`src/rtl/store_narrow_rmw.sv`:
```
// Store-narrowing unit: performs sb/sh/sw into a 32-bit synchronous RAM,
// merging sub-word stores into the addressed big-endian lane via read-modify-write.
module store_narrow_rmw #(
  parameter int unsigned ADDR_W = 8
) (
  input  logic              CLK,
  input  logic              RST,
  input  logic              REQ,
  input  logic [1:0]        SIZE,
  input  logic [31:0]       ADDR,
  input  logic [31:0]       WDATA,
  output logic              BUSY,
  output logic              DONE,
  output logic              ERR,
  output logic [ADDR_W-1:0] MEM_ADDR,
  input  logic [31:0]       MEM_RDATA,
  output logic [31:0]       MEM_WDATA,
  output logic              MEM_WE
);

  localparam logic [1:0] SIZE_BYTE = 2'b00;
  localparam logic [1:0] SIZE_HALF = 2'b01;
  localparam logic [1:0] SIZE_WORD = 2'b10;

  typedef enum logic [1:0] {IDLE, READ, MERGE, WRITE} state_t;

  state_t      state;
  logic        half_q;
  logic [1:0]  off_q;
  logic [15:0] data_q;
  logic        bad;
  logic [31:0] merged;

  // Address bits above the memory size wrap and are intentionally dropped.
  logic unused_addr;
  assign unused_addr = ^ADDR[31:ADDR_W+2];

  // Request validation: reserved size or misaligned halfword/word.
  always_comb begin
    bad = 1'b0;
    case (SIZE)
      SIZE_BYTE: bad = 1'b0;
      SIZE_HALF: bad = ADDR[0];
      SIZE_WORD: bad = (ADDR[1:0] != 2'b00);
      default:   bad = 1'b1;
    endcase
  end

  // Lane merge of the truncated operand into the read word (big-endian lanes).
  always_comb begin
    merged = MEM_RDATA;
    if (half_q) begin
      if (off_q[1]) merged[15:0]  = data_q;
      else          merged[31:16] = data_q;
    end else begin
      case (off_q)
        2'd0:    merged[31:24] = data_q[7:0];
        2'd1:    merged[23:16] = data_q[7:0];
        2'd2:    merged[15:8]  = data_q[7:0];
        default: merged[7:0]   = data_q[7:0];
      endcase
    end
  end

  always_ff @(posedge CLK or posedge RST) begin
    if (RST) begin
      state     <= IDLE;
      BUSY      <= 1'b0;
      DONE      <= 1'b0;
      ERR       <= 1'b0;
      MEM_WE    <= 1'b0;
      MEM_ADDR  <= '0;
      MEM_WDATA <= '0;
      half_q    <= 1'b0;
      off_q     <= 2'b00;
      data_q    <= '0;
    end else begin
      DONE   <= 1'b0;
      ERR    <= 1'b0;
      MEM_WE <= 1'b0;
      case (state)
        IDLE: begin
          if (REQ) begin
            if (bad) begin
              ERR <= 1'b1;
            end else begin
              MEM_ADDR <= ADDR[ADDR_W+1:2];
              half_q   <= SIZE[0];
              off_q    <= ADDR[1:0];
              data_q   <= WDATA[15:0];
              BUSY     <= 1'b1;
              if (SIZE == SIZE_WORD) begin
                // Full-word store needs no read; write immediately.
                MEM_WDATA <= WDATA;
                MEM_WE    <= 1'b1;
                DONE      <= 1'b1;
                state     <= WRITE;
              end else begin
                state <= READ;
              end
            end
          end
        end
        READ: begin
          state <= MERGE;
        end
        MERGE: begin
          MEM_WDATA <= merged;
          MEM_WE    <= 1'b1;
          DONE      <= 1'b1;
          state     <= WRITE;
        end
        default: begin
          BUSY  <= 1'b0;
          state <= IDLE;
        end
      endcase
    end
  end

endmodule

```
`config.mk`:
```
export PLATFORM = sky130hd
export DESIGN_NAME = store_narrow_rmw
export DESIGN_NICKNAME = d
export VERILOG_FILES = /design/src/rtl/store_narrow_rmw.sv
export SDC_FILE = /design/constraint.sdc
export NUM_CORES = 1
export LEC_CHECK = 0
export CAP_MARGIN = 25
export CORE_UTILIZATION = 44
export DETAILED_ROUTE_END_ITERATION = 12
export PLACE_DENSITY = 0.82
export SLEW_MARGIN = 20
export SYNTH_ARGS = -nofsm -noshare
export SYNTH_HDL_FRONTEND = slang
export SYNTH_SLANG_ARGS = --single-unit
```
`constraint.sdc`:
```
create_clock -name CLK -period 2.55 [get_ports CLK]
set_clock_uncertainty 0.1 [all_clocks]
set_input_delay 0.51 -clock CLK [delete_from_list [all_inputs] [get_ports CLK]]
set_output_delay 0.51 -clock CLK [all_outputs]
set_load 0.05 [all_outputs]
```
======== Word level (Yosys, flattened, before mapping) ========
Cells that the tools add are included.
word-level totals
  flip-flop bits (word level) ............. 64
  latch bits .............................. 0
  memory bits (writable) .................. 0
  ROM bits ................................ 0
  input port bits ......................... 101
  output and inout port bits .............. 44
  logic and storage cells ................. 57
  memories ................................ 0
cells by class
  add/subtract/negate cells ............... 0
  multipliers ............................. 0
  div/mod/pow operators ................... 0
  order comparisons ....................... 0
  eq/ne operators ......................... 9
  shift operators ......................... 0
  multiplexer cells ....................... 26
  bitwise operators ....................... 2
  reduce and logical (&&, ||, !) cells .... 11
operators with widths
  kind                                                 number
  two-way mux 32 bit                                   4
  one-hot mux 32 bit (2 select lines)                  1
  two-way mux 16 bit                                   2
  two-way mux 8 bit                                    4
  two-way mux 1 bit                                    8
  equality test 2 x 1 -> 1 bit, second input constant  3
  equality test 2 bit, second input constant           3
  logical NOT 2 bit                                    3
  two-way mux 2 bit                                    3
  != test 2 bit, second input constant                 3
  one-hot mux 2 bit (3 select lines)                   1
  AND reduction 3 bit                                  2
  one-hot mux 1 bit (2 select lines)                   2
  AND reduction 4 bit                                  1
  nonzero test 2 bit                                   2
  one-hot mux 1 bit (3 select lines)                   1
  OR reduction 3 bit                                   1
  NOT 1 bit                                            2
  AND reduction 2 bit                                  1
  OR reduction 2 bit                                   1

======== Longest topological paths before layout ========
  depth in word-level cells ............... 5
  depth in mapped cells ................... 9
  gate-level depth less buffers ........... 6

======== Worst setup path after synthesis ========
No wires, ideal clock.
  path kind ............................... register to register
  from .................................... register state[0]
  to ...................................... register MEM_ADDR[7]
  setup time .............................. 0.125 ns
  arrival ................................. 1.806 ns
  data required time ...................... 2.325 ns
  slack ................................... 0.519 ns
  stages on the path, launching flop included .. 9
  buffers on the path ..................... 3
  clock period less this slack ............ 2.031 ns
  path through ............................ dfrtp_1 -> inv_1 -> ha_1 -> and2_1 -> buf_2 -> o21ai_1 -> buf_2 -> buf_2 -> mux2_2
on the way
  word-level cells in the longest chain between the ends .. 2
ends and longest elaborated chain
  what                                  line  text
  start, declared                       27    state_t state;
  start signal, assigned                67    state <= IDLE;
  start signal, assigned                97    state <= WRITE;
  start signal, assigned                99    state <= READ;
  logical NOT 2 bit                     81    case (state)
  AND reduction 3 bit (no source line)  --
  end signal, assigned                  87    MEM_ADDR <= ADDR[ADDR_W+1:2];
  end, declared                         15    output logic [ADDR_W-1:0] MEM_ADDR,
Every way passes these cells.
A chain may end at the register's enable or synchronous reset.

======== Final worst setup path ========
  from .................................... register state[0]
  to ...................................... register MEM_WDATA[15]
on the way
  word-level cells in the longest chain between the ends .. 3
  elaborated cells on any way between the ends .. 8
  classes of those cells .................. eq/ne: 4; mux: 1; reduce/logical: 3
ends and longest elaborated chain
  what                                                                  line  text
  equality test 2 bit or logical NOT 2 bit (tied branches)              81
  nonzero test 2 bit (no source line) or != test 2 bit (tied branches)  --
  AND reduction 4 bit (no source line)                                  --
  end signal, assigned                                                  108   MEM_WDATA <= merged;
  end, declared                                                         17    output logic [31:0] MEM_WDATA,
Parallel ways exist; a longest one is shown, timed or not.

==> metrics.md <==
| Metric | Value |
|---|---|
| Status | finished clean |
| Synth cell types | 32 |
| Top FF cell, synth | dfrtp_1 |
| HP Start | MEM_ADDR[2]$_DFFE_PP0P_ |
| Row count | 32 |
| Die height | 91.7 um |
| Max Freq | roughly 460 MHz |
| WS Path Type | flop to flop |
| Final hold vios | 0 |
| Clk pin slew, worst setup/hold paths | 0.07 ns |
| Nets | 575 |
| Die area | 8410 um2 |
| CTS Sinks | 64 |
| Vias in the first global route | 3207 |
| CP endpoint kind | flop |
| Synth top area share | 0.452 |
| Fin crit period | 2.19 ns |
| Max FO, Critical Path | 16 |
| Synth Area in XOR/XNOR | 0 |
| Starting density of the core | 0.456 |
| Largest net degree at the start of global routing | 65 |
| Setup TNS | 0 ns |
| Flops & latches, synth | 64 |
| Detail Route Antenna Nets | 0 |
| Hold crit path type | flop to flop |
| Slowest stage delay, CP | 0.70 ns |
| Final WL | approximately 10 mm |
| Post-synth EDFFs | 0 |
| Core footprint | 7770 um2 |
| Worst Setup Start Kind | flop |
| Seq/Total Area, Yosys | 0.452 |
| Root buf cell | clkbuf_8 |
| Worst R2R Path Depth | 6 |
| Post-synthesis async set-or-reset flop share | 1.00 |
| Slew Limit Fails | 0 |
| Period utilization | 0.857 |
| M2 GR Usage | 0.414 |
| CP bufs+invs | 1 |
| Hold Buf Count CTS | 0 |
| CTS Buf Count | 9 |
| RSZ-0062 raised after global routing | no |
| Total power | 7.19 mW |
| Mean area per synthesized cell | 10.1 um2 |
| Total number of vias | 3306 |
| Count leader, synth | dfrtp_1 |
| IO Count | 145 |
| CTS H-Tree Depth | 3 |
| Syn nets | ~450 |
| Post-CTS Resized | 0 |
| Synth Area in Simple Gates | 0.0891 |
| GRT met1 Usage | 0.323 |
| Drt wl/cell | 17.5 um |
| Initial antenna violation count | 0 |
| Worst R2R End | MEM_WDATA[15]$_DFFE_PP0P_ |
| Pwr dens | ~1400 nW/um2 |
| Compound-cell area share of the yosys netlist | 0.179 |
| Yosys warnings | 0 |
| Vias/cell | 5.72 |
| Syn Inst Count | 350 |
| Remaining Overflow, GRT | 0 |
| GRT Total Usage | 0.252 |
| Netlist Area Pre-Place | 3540 um2 |
| Clock insertion delay at the later pin of the skew report | 0.35 ns |
| Die X-Extent | 91.7 um |
| Util after Layout | 0.657 |
| Multiplexer share of the synthesized area | 0.224 |
| TritonCTS clock tree | done |
| Met3 usage | 0.0821 |
| WP data required | 2.72 ns |
| Slowest-stage cell, CP | a21boi_2 |
| Critical path cell sequence | inv_1 -> ha_1 -> nand2b_1 -> a21boi_2 -> a21oi_1 -> a21oi_1 |
| Max cap viols | 0 |
| First-pass GRT wire length | 16.3 mm |
| Placed instance count | 562 |
| Hold Path Cell Cnt | 1 |
| Worst rel slew slack | 0.435 |
| Synth top area cells | dfrtp_1 45%, mux2_2 13%, mux2i_1 9.0%, a21oi_1 7.6%, o21ai_0 4.4% |
| R2R Setup Slk | 0.36 ns |
| Peak VDD IR | 0.850 mV |
| Leading area contributor after synthesis | dfrtp_1 |
| DR pass1 iterations | 4 |
| Worst-margin pin slew | ~0.84 ns |
| Grt peak-use layer | met2 |
| Static Leakage | 2.15 nW |
| Main combinational cell family by area after synthesis | multiplexers |
| Worst EP arrival | between 2 and 2.5 ns |
| Area Growth Syn to Fin | 44.2% |
| Non-Filler Instances | 578 |
| Commonest cells in the netlist | 64 x dfrtp_1, 54 x a21oi_1, 42 x mux2_2 |
| Clock Tree Buf Depth | 2 |
| N_diodes | 0 |
| Kind of cell adding the most delay to the critical path | compound AO/OA/AOI/OAI gates |
| Post-Synth Adder-Cell Area | 0.0106 |
| WHS Endpoint | MEM_ADDR[2]$_DFFE_PP0P_ |
| Post-DP HPWL | between 7 and 8 mm |
| Worst reg2reg path startpoint | state[0]$_DFFE_PP0P_ |
| Port Buffers | 122 |
| GP Congestion | 0.818 |
| Post-CTS setup buffer count | 0 |
| DRC violations left | 0 |
| Share of post-route cells with drive strength above 1 | 0.170 |
| Initial drt markers | 188 |
| Most used cell, CP | a21oi_1 |
| Final Setup Violations | 0 |
-- cell type report --
type | instances | area [um2]
clock inverters | 3 | 40.0
well taps | 102 | 128
clock buffers | 13 | 159
fillers | 618 | 2660
multi-input cells | 252 | 1790
inverters | 6 | 22.5
repair buffers | 138 | 1370
flip-flops and latches | 64 | 1600
-- cell families (layout without fill, tap and decap cells) --
group,after synthesis,count (layout)
AO/OA/AOI/OAI,111,111
adder cells (fa/ha/maj),3,3
buffers and inverters,34,160
flip-flops,64,64
multiplexers,74,74
AND/OR/NAND/NOR,64,64
-- power by group --
part	total, mW	internal [mW]	switching, mW
Clock	0.892	0.503	0.389
Sequential	1.96	1.53	0.429
Combinational	4.33	1.74	2.59
Total	7.19	3.78	3.41
-- per-layer routing --
metal / vias to the layer above / share of wire
li1: 1517 / -
met1: 1607 / 0.40
met2: 169 / 0.50
met3: 13 / 0.095
met4: 0 / 0.011
met5: - / 0
-- worst register-to-register path, stage by stage, from the launching register on --
cell,delay [ns]
dfrtp_1,0.38
inv_1,0.10
ha_1,0.31
nand2b_1,0.24
a21boi_2,0.70
a21oi_1,0.11
a21oi_1,0.17
-- cell usage in the layout, fill, tap and decap left out, drive strengths merged, types with 2 or more instances in the layout --
cell type,instances
ha,3
inv,5
nand2b,2
o21ai,35
clkinv,3
mux2,42
dfrtp,64
nand3,11
nand2,5
mux2i,32
clkdlybuf4s50,122
clkbuf,13
nor3,2
o32ai,5
and2,2
and3,11
nor2,29
a21oi,54
a211oi,11
buf,16
-- flip-flops by register name (all words and copies together), names as in the netlist --
name,flops
MEM_ADDR,8
data_q,16
half_q,1
state,2
MEM_WE,1
BUSY,1
ERR,1
off_q,2
MEM_WDATA,32
-- per-stage QoR --
stage	area, um2	hold slack, ns	setup slack, ns
finish	5100	0.407	0.364
global route	5100	0.427	0.148
global placement	4900	0.390	0.152
CTS	5100	0.413	0.374
floorplan	3540	0.401	0.342
detailed placement	4900	0.396	0.0758
-- worst max-delay path by stage --
stage | cells past startpoint | end | start
3_5_place_dp | 6 | MEM_WDATA[17]$_DFFE_PP0P_ | ADDR[0]
5_1_grt | 6 | MEM_WDATA[15]$_DFFE_PP0P_ | state[0]$_DFFE_PP0P_
2_1_floorplan | 1 | BUSY$_DFFE_PP0P_ | RST
6_report | 6 | MEM_WDATA[15]$_DFFE_PP0P_ | state[0]$_DFFE_PP0P_
4_1_cts | 6 | MEM_WDATA[15]$_DFFE_PP0P_ | state[0]$_DFFE_PP0P_
3_3_place_gp | 6 | MEM_WDATA[22]$_DFFE_PP0P_ | ADDR[0]
(Power assumes the default switching activity.)
